**config.mk**
```make
export PLATFORM = sky130hd
export DESIGN_NAME = i2c_bus_front_end
export DESIGN_NICKNAME = d
export VERILOG_FILES = /design/src/rtl/i2c_pkg.sv /design/src/rtl/i2c_bus_front_end_line_filter.sv /design/src/rtl/i2c_bus_front_end.sv
export SDC_FILE = /design/constraint.sdc
export NUM_CORES = 1
export LEC_CHECK = 0
export CORE_MARGIN = 5
export CORE_UTILIZATION = 52
export CTS_CLUSTER_DIAMETER = 80
export DETAILED_ROUTE_END_ITERATION = 12
export GPL_ROUTABILITY_DRIVEN = 0
export HOLD_SLACK_MARGIN = 0.05
export PLACE_DENSITY = 0.78
export RECOVER_POWER = 100
export SYNTH_ARGS = -nofsm -noshare
export SYNTH_HDL_FRONTEND = slang
export SYNTH_HIERARCHICAL = 1
export SYNTH_SLANG_ARGS = --single-unit
```
**constraint.sdc**
```tcl
create_clock -name CLK -period 2 [get_ports CLK]
set_input_delay 0.4 -clock CLK [delete_from_list [all_inputs] [get_ports CLK]]
set_output_delay 0.4 -clock CLK [all_outputs]
set_load 0.01 [all_outputs]
```
**src/rtl/i2c_pkg.sv**
```systemverilog
// Shared definitions for the I2C bus front end: state encoding, bit-slot
// constants and the default device address.
package i2c_pkg;

    typedef enum logic [1:0] {
        ST_IDLE = 2'd0,
        ST_ADDR = 2'd1,
        ST_DATA = 2'd2
    } state_t;

    // Bit counter value during the acknowledge slot.
    localparam logic [3:0] ACK_BIT        = 4'd9;
    // Bit counter value once all eight data bits of a byte are in.
    localparam logic [3:0] LAST_DATA_BIT  = 4'd8;
    // Default 7-bit device address.
    localparam logic [6:0] DEV_ID_DEFAULT = 7'b1010000;

endpackage

```
**src/rtl/i2c_bus_front_end_line_filter.sv**
```systemverilog
// Synchroniser plus glitch filter for one raw bus line. The filtered output
// only follows the synchronised value after FILTER_LEN identical consecutive
// samples, so raw-edge to filtered-edge latency is SYNC_STAGES + FILTER_LEN.
module i2c_line_filter #(
    parameter int SYNC_STAGES = 2,
    parameter int FILTER_LEN  = 3
) (
    input  logic clk,
    input  logic rst_n,
    input  logic line_in,
    output logic line_f
);

    localparam int             CW       = (FILTER_LEN > 1) ? $clog2(FILTER_LEN) : 1;
    localparam logic [CW-1:0]  CNT_LAST = CW'(FILTER_LEN - 1);

    logic [SYNC_STAGES-1:0] sync_r;
    logic [CW-1:0]          cnt_r;
    logic [CW-1:0]          cnt_nxt_s;
    logic                   filt_r;
    logic                   filt_nxt_s;
    logic                   sync_out_s;

    assign sync_out_s = sync_r[SYNC_STAGES-1];
    assign line_f     = filt_r;

    // Synchroniser chain; preset high so an idle bus never shows a phantom edge at reset release.
    always_ff @(posedge clk or negedge rst_n) begin
        if (!rst_n) begin
            sync_r <= '1;
        end else begin
            sync_r <= {sync_r[SYNC_STAGES-2:0], line_in};
        end
    end

    // Count consecutive samples that disagree with the filtered value; flip once the run is long enough.
    always_comb begin
        cnt_nxt_s  = '0;
        filt_nxt_s = filt_r;
        if (sync_out_s != filt_r) begin
            if (cnt_r == CNT_LAST) begin
                filt_nxt_s = sync_out_s;
                cnt_nxt_s  = '0;
            end else begin
                cnt_nxt_s  = cnt_r + CW'(1);
            end
        end else begin
            cnt_nxt_s = '0;
        end
    end

    // Filter state register; filtered line idles high.
    always_ff @(posedge clk or negedge rst_n) begin
        if (!rst_n) begin
            cnt_r  <= '0;
            filt_r <= 1'b1;
        end else begin
            cnt_r  <= cnt_nxt_s;
            filt_r <= filt_nxt_s;
        end
    end

endmodule

```
**src/rtl/i2c_bus_front_end.sv**
```systemverilog
// I2C bus front end: filters SCL/SDA, detects START/STOP, counts bits,
// deserialises bytes and captures the R/W bit and address match of the
// first byte after each START.
module i2c_bus_front_end
    import i2c_pkg::*;
#(
    parameter int         SYNC_STAGES = 2,
    parameter int         FILTER_LEN  = 3,
    parameter logic [6:0] DEV_ID      = DEV_ID_DEFAULT
) (
    input  logic       CLK,
    input  logic       RSTbar,
    input  logic       SCL_in,
    input  logic       SDA_in,
    output logic       SCL_f,
    output logic       SDA_f,
    output logic       SCL_RISE,
    output logic       SCL_FALL,
    output logic       START,
    output logic       STOP,
    output logic       START_P,
    output logic       STOP_P,
    output logic       WR,
    output logic       WR_VALID,
    output logic       ADDR_MATCH,
    output logic [3:0] BIT_CNT,
    output logic [7:0] RX_BYTE,
    output logic       BYTE_DONE,
    output logic       BUS_BUSY
);

    logic scl_f_s, sda_f_s;
    logic scl_prev_r, sda_prev_r;
    logic scl_rise_s, scl_fall_s, start_det_s, stop_det_s;
    logic [7:0] byte_s;

    state_t     state_r,     state_nxt_s;
    logic [3:0] bit_cnt_r,   bit_cnt_nxt_s;
    logic [6:0] shift_r,     shift_nxt_s;
    logic [7:0] rx_byte_r,   rx_byte_nxt_s;
    logic       wr_r,        wr_nxt_s;
    logic       wr_valid_r,  wr_valid_nxt_s;
    logic       match_r,     match_nxt_s;
    logic       start_r,     start_nxt_s;
    logic       stop_r,      stop_nxt_s;
    logic       busy_r,      busy_nxt_s;
    logic       start_p_r,   start_p_nxt_s;
    logic       stop_p_r,    stop_p_nxt_s;
    logic       done_r,      done_nxt_s;
    logic       scl_rise_r,  scl_fall_r;

    i2c_line_filter #(.SYNC_STAGES(SYNC_STAGES), .FILTER_LEN(FILTER_LEN)) u_scl_filter (
        .clk     (CLK),
        .rst_n   (RSTbar),
        .line_in (SCL_in),
        .line_f  (scl_f_s)
    );

    i2c_line_filter #(.SYNC_STAGES(SYNC_STAGES), .FILTER_LEN(FILTER_LEN)) u_sda_filter (
        .clk     (CLK),
        .rst_n   (RSTbar),
        .line_in (SDA_in),
        .line_f  (sda_f_s)
    );

    // A START/STOP needs SCL high in both cycles, so a simultaneous SCL/SDA change never qualifies.
    assign scl_rise_s  =  scl_f_s & ~scl_prev_r;
    assign scl_fall_s  = ~scl_f_s &  scl_prev_r;
    assign start_det_s =  scl_prev_r & scl_f_s &  sda_prev_r & ~sda_f_s;
    assign stop_det_s  =  scl_prev_r & scl_f_s & ~sda_prev_r &  sda_f_s;
    assign byte_s      = {shift_r, sda_f_s};

    // Next-state and next-output logic for the bus protocol state machine.
    always_comb begin
        state_nxt_s    = state_r;
        bit_cnt_nxt_s  = bit_cnt_r;
        shift_nxt_s    = shift_r;
        rx_byte_nxt_s  = rx_byte_r;
        wr_nxt_s       = wr_r;
        wr_valid_nxt_s = wr_valid_r;
        match_nxt_s    = match_r;
        start_nxt_s    = start_r;
        stop_nxt_s     = stop_r;
        busy_nxt_s     = busy_r;
        start_p_nxt_s  = 1'b0;
        stop_p_nxt_s   = 1'b0;
        done_nxt_s     = 1'b0;
        if (start_det_s) begin
            start_nxt_s    = 1'b1;
            stop_nxt_s     = 1'b0;
            start_p_nxt_s  = 1'b1;
            busy_nxt_s     = 1'b1;
            bit_cnt_nxt_s  = 4'd0;
            wr_valid_nxt_s = 1'b0;
            shift_nxt_s    = 7'd0;
            state_nxt_s    = ST_ADDR;
        end else if (stop_det_s) begin
            stop_nxt_s    = 1'b1;
            start_nxt_s   = 1'b0;
            stop_p_nxt_s  = 1'b1;
            busy_nxt_s    = 1'b0;
            bit_cnt_nxt_s = 4'd0;
            state_nxt_s   = ST_IDLE;
        end else begin
            case (state_r)
                ST_IDLE: begin
                    state_nxt_s = ST_IDLE;
                end
                ST_ADDR, ST_DATA: begin
                    if (scl_rise_s) begin
                        if (bit_cnt_r < LAST_DATA_BIT) begin
                            shift_nxt_s   = byte_s[6:0];
                            bit_cnt_nxt_s = bit_cnt_r + 4'd1;
                            if (bit_cnt_r == (LAST_DATA_BIT - 4'd1)) begin
                                rx_byte_nxt_s = byte_s;
                                done_nxt_s    = 1'b1;
                                if (state_r == ST_ADDR) begin
                                    wr_nxt_s       = ~sda_f_s;
                                    match_nxt_s    = (shift_r == DEV_ID);
                                    wr_valid_nxt_s = 1'b1;
                                end else begin
                                    wr_nxt_s = wr_r;
                                end
                            end else begin
                                done_nxt_s = 1'b0;
                            end
                        end else if (bit_cnt_r == LAST_DATA_BIT) begin
                            bit_cnt_nxt_s = ACK_BIT;
                        end else begin
                            bit_cnt_nxt_s = bit_cnt_r;
                        end
                    end else if (scl_fall_s && (bit_cnt_r == ACK_BIT)) begin
                        bit_cnt_nxt_s = 4'd0;
                        if (state_r == ST_ADDR) begin
                            state_nxt_s = ST_DATA;
                        end else begin
                            state_nxt_s = state_r;
                        end
                    end else begin
                        bit_cnt_nxt_s = bit_cnt_r;
                    end
                end
                default: begin
                    state_nxt_s = ST_IDLE;
                end
            endcase
        end
    end

    // State, datapath and registered output flops.
    always_ff @(posedge CLK or negedge RSTbar) begin
        if (!RSTbar) begin
            scl_prev_r <= 1'b1;
            sda_prev_r <= 1'b1;
            state_r    <= ST_IDLE;
            bit_cnt_r  <= 4'd0;
            shift_r    <= 7'd0;
            rx_byte_r  <= 8'h00;
            wr_r       <= 1'b0;
            wr_valid_r <= 1'b0;
            match_r    <= 1'b0;
            start_r    <= 1'b0;
            stop_r     <= 1'b0;
            busy_r     <= 1'b0;
            start_p_r  <= 1'b0;
            stop_p_r   <= 1'b0;
            done_r     <= 1'b0;
            scl_rise_r <= 1'b0;
            scl_fall_r <= 1'b0;
        end else begin
            scl_prev_r <= scl_f_s;
            sda_prev_r <= sda_f_s;
            state_r    <= state_nxt_s;
            bit_cnt_r  <= bit_cnt_nxt_s;
            shift_r    <= shift_nxt_s;
            rx_byte_r  <= rx_byte_nxt_s;
            wr_r       <= wr_nxt_s;
            wr_valid_r <= wr_valid_nxt_s;
            match_r    <= match_nxt_s;
            start_r    <= start_nxt_s;
            stop_r     <= stop_nxt_s;
            busy_r     <= busy_nxt_s;
            start_p_r  <= start_p_nxt_s;
            stop_p_r   <= stop_p_nxt_s;
            done_r     <= done_nxt_s;
            scl_rise_r <= scl_rise_s;
            scl_fall_r <= scl_fall_s;
        end
    end

    assign SCL_f      = scl_f_s;
    assign SDA_f      = sda_f_s;
    assign SCL_RISE   = scl_rise_r;
    assign SCL_FALL   = scl_fall_r;
    assign START      = start_r;
    assign STOP       = stop_r;
    assign START_P    = start_p_r;
    assign STOP_P     = stop_p_r;
    assign WR         = wr_r;
    assign WR_VALID   = wr_valid_r;
    assign ADDR_MATCH = match_r;
    assign BIT_CNT    = bit_cnt_r;
    assign RX_BYTE    = rx_byte_r;
    assign BYTE_DONE  = done_r;
    assign BUS_BUSY   = busy_r;

endmodule

```
==> results of run 1 <==
worst reg2reg max path, cell delays in order, from the launching register on:
cell	delay [ns]
dfstp_1	0.58
clkbuf_1	0.20
nor2b_1	0.11
o211ai_2	0.29
o211a_2	0.26
mux2_1	0.33
cell usage in the layout, fill, tap and decap left out, types with 2 or more instances in the layout:
cell type	count
bufinv_16	2
dlygate4sd3_1	25
a21oi_1	2
clkbuf_1	4
nand3_1	4
nor3b_1	2
nor3_1	2
nand2_1	28
o21ai_0	3
nor2b_4	2
and2_1	2
buf_4	2
inv_1	11
ha_1	5
nand2b_1	2
a22o_1	7
dfstp_2	6
dfstp_1	2
clkdlybuf4s50_1	3
dfrtp_1	35
xnor2_1	2
clkbuf_2	2
mux2_1	2
nor2_1	3
clkbuf_4	5
how the worst max path moves through the flow:
stage | startpoint | end | slack, ns | depth (start not counted)
global placement | state_r[0]$_DFFE_PN0P_ | RX_BYTE[3]$_DFFE_PN0P_ | 0.29 | 7
floorplan | state_r[0]$_DFFE_PN0P_ | shift_r[0]$_DFFE_PN0P_ | 0.37 | 7
finish | BIT_CNT[3]$_DFFE_PN0P_ | BIT_CNT[3] | 0.12 | 1
global route | state_r[0]$_DFFE_PN0P_ | RX_BYTE[3]$_DFFE_PN0P_ | 0.02 | 7
detailed placement | state_r[0]$_DFFE_PN0P_ | RX_BYTE[1]$_DFFE_PN0P_ | 0.19 | 7
CTS | u_sda_filter/line_f$_DFFE_PN1P_ | SDA_f | 0.03 | 1
through the flow:
step                      setup slack (ns)  util (%)  cell area [um2]  power [uW]
after floorplan                      0.369         -             1780        1710
after global placement               0.288      63.5             2120        1990
after detailed placement             0.194      63.5             2120        2030
after CTS                           0.0252      67.0             2240        2700
after global routing                0.0202      66.7             2230        2760
final                                0.117      66.7             2230        2610
per-layer routing:
layer,part of all wire (%),routed length (um),vias to the layer above,global-route usage [%]
li1,-,-,584,-
met1,45,1480,582,21.3
met2,49,1610,30,25.1
met3,4.2,139,6,3.89
met4,1.6,53,0,7.44
met5,0,0,-,0
flip-flops by register name, summed over array words and instances (netlist names), 2 cells and up:
name / cells
shift_r: 7
BIT_CNT: 4
state_r: 2
u_scl_filter/sync_r: 2
u_scl_filter/cnt_r: 2
RX_BYTE: 8
u_sda_filter/cnt_r: 2
u_sda_filter/sync_r: 2
cell type report:
class / count / area [um2]
Fill cell: 267 / 1110
Sequential cell: 43 / 1090
Multi-Input combinational cell: 90 / 623
Timing Repair Buffer: 35 / 317
Clock inverter: 2 / 60.1
Tap cell: 46 / 57.6
Clock buffer: 6 / 41.3
Inverter: 11 / 41.3
power breakdown:
group	total (uW)	internal, uW	switching [uW]
sequential	1200	1060	145
combinational	754	386	367
clock	648	390	258
total	2610	1840	770
cells by family after synthesis:
logic type,after synthesis,synth area share (%)
AOI/OAI and AO/OA,24,10.8
xor gates and xnor gates,2,0.985
adders and majority gates,5,3.52
buffers and inverters,14,3.23
DFF,43,61.0
muxes,4,3.09
and+or+nand+nor,55,17.4
what timing repair did:
action                     4_1_cts  5_1_grt
buffers inserted                 1        2
hold buffers                     1        0
setup endpoints to repair        1        5
resized for setup                0        1
hold endpoints to repair         8        0
==> reports/qor_table.md, run 1 <==
| Parameter | Reported | Unit |
| --- | --- | --- |
| Number of buffers inserted during clock tree synthesis | 5 | - |
| Clock-pin slew reported for the worst setup and hold paths after clock tree synthesis | 0.11 | ns |
| Post-Route Setup TNS | 0 | ns |
| Overall fraction of global-route tracks in use | 16.1 | % |
| Critical Setup Path Class | reg -> out | - |
| Number of distinct library cells after synthesis | 44 | - |
| Layout cells sized above 1 | 15.0 | % |
| Netlist Area Pre-Place | 0.00178 | mm2 |
| Total Nets Final | 195 | - |
| Top delay family on crit path | buffers and inverters | - |
| Number of max-capacitance violations reported | 0 | - |
| Floorplan die height | 68.5 | um |
| CP arrival | 1.48 | ns |
| Drc violations | 0 | - |
| Number of inserted diodes | 0 | - |
| Floorplan die area | 0.00469 | mm2 |
| Top cell type by total area after synthesis | dfrtp_1 | - |
| Number of flops mapped to enable cells by yosys | 0 | - |
| Per-instance average area after synthesis | 12.1 | um2 |
| Maximum clock rate | 531 | MHz |
| Max_slew headroom | 49.6 | % |
| CP Cell Sequence | clkdlybuf4s50_1 | - |
| Final hold violation count | 0 | - |
| Number of rows created at floorplan | 21 | - |
| Routed Wire Length | 3280 | um |
| Clk sink count | 43 | - |
| Proportion of register bits with asynchronous set or reset after synthesis | 100 | % |
| Portion of synthesized cell area occupied by the leading cell type | 49.2 | % |
| Pin count of the biggest net entering global routing | 17 | - |
| DR vias/cell | 5.16 | - |
| Source of the worst hold timing path | u_sda_filter/sync_r[0]$_DFF_PN1_ | - |
| Dpl cells | 221 | - |
| CTS Root Cell | clkbuf_4 | - |
| Depth of the worst register-to-register path | 5 | - |
| Largest stage delay on the critical path | 0.61 | ns |
| Area growth, synth to finish | 25.1 | % |
| FF-to-FF setup slack | 0.14 | ns |
| Buffer and inverter count on the worst path | 1 | - |
| Non-filler instance count after layout | 233 | - |
| Congestion Overflow GR | 0 | - |
| Element type at the critical path start | flop | - |
| Post-route worst hold slack | 0.365 | ns |
| Leading cell types by count after synthesis | dfrtp_1 (35), nand2_1 (28), inv_1 (10) | - |
| Flip-flop and latch count after synthesis | 43 | - |
| Initial antenna violation count | 0 | - |
| Core area | 0.00334 | mm2 |
| Worst reg2reg startpoint | u_sda_filter/line_f$_DFFE_PN1P_ | - |
| Result of the run | complete, no violations | - |
| Post-DR wirelength/cell | 14.1 | um |
| Most frequent cell after synthesis | dfrtp_1 | - |
| Largest cells by area after synthesis | dfrtp_1 (49%), dfstp_2 (12%), nand2_1 (5.9%) | - |
| P per Cell Area | 1170 | mW/mm2 |
| Chip Width | 68.5 | um |
| Global-route wire length before repair | 5490 | um |
| Number of instances in the synthesized netlist | 147 | - |
| First DRT Iteration DRCs | 42 | - |
| Kind of path behind the tightest hold check | reg -> reg | - |
| Clock skew | 0.0109 | ns |
| Final setup violating endpoints | 0 | - |
| Data required time at the worst endpoint | 1.60 | ns |
| Source-to-sink clock delay at the later pin of the worst-skew pair | 0.34 | ns |
| Library cell contributing the largest single delay on the critical path | clkdlybuf4s50_1 | - |
| Terminating pin of the worst hold path | u_sda_filter/sync_r[1]$_DFF_PN1_ | - |
| CP endpoint kind | output port | - |
| Final Slew Violations | 0 | - |
| Net count of the mapped netlist | 156 | - |
| Critical Path Fanout Max | 7 | - |
| CTS tree | built | - |
| Effective utilization at floorplan | 53.3 | % |
| Worst slew pin tran | 0.756 | ns |
| Count of buffers inserted at the top-level ports | 28 | - |
| Leakage power of the design | 0.00114 | uW |
| Critical register-to-register path endpoint | BIT_CNT[0]$_DFFE_PN0P_ | - |
| Number of buffers between clock root and the deepest sink | 2 | - |
| Dpl hpwl | 2440 | um |
| Proportion of synthesized chip area in sequential cells | 61.0 | % |
| IO Count | 29 | - |
| Total number of H-tree levels | 2 | - |
| Initial DRT Pass Iterations | 4 | - |
| Number of routed nets with antenna violations | 0 | - |
| Via count of the first global-routing pass | 1161 | - |
| Leading register cell type out of synthesis | dfrtp_1 | - |
| Setup repair after global routing missed its margin | no | - |
| Minimum period implied by the final worst setup slack | 1.88 | ns |
| Overall via count from detail_route | 1202 | - |
| Instance count along the most critical hold path | 0 | - |
| Count of warnings emitted by yosys | 6 | - |
| VDD IR max | 0.000681 | V |
| Final period utilization | 94.2 | % |
No activity file was read; power rests on OpenSTA's default activity.
==> run 2, diff against run 1 <==
Settings changed: SKIP_LAST_GASP set to 1.
==> results of run 2 <==
No change in the layout: final DEF, timing and power equal those of run 1.
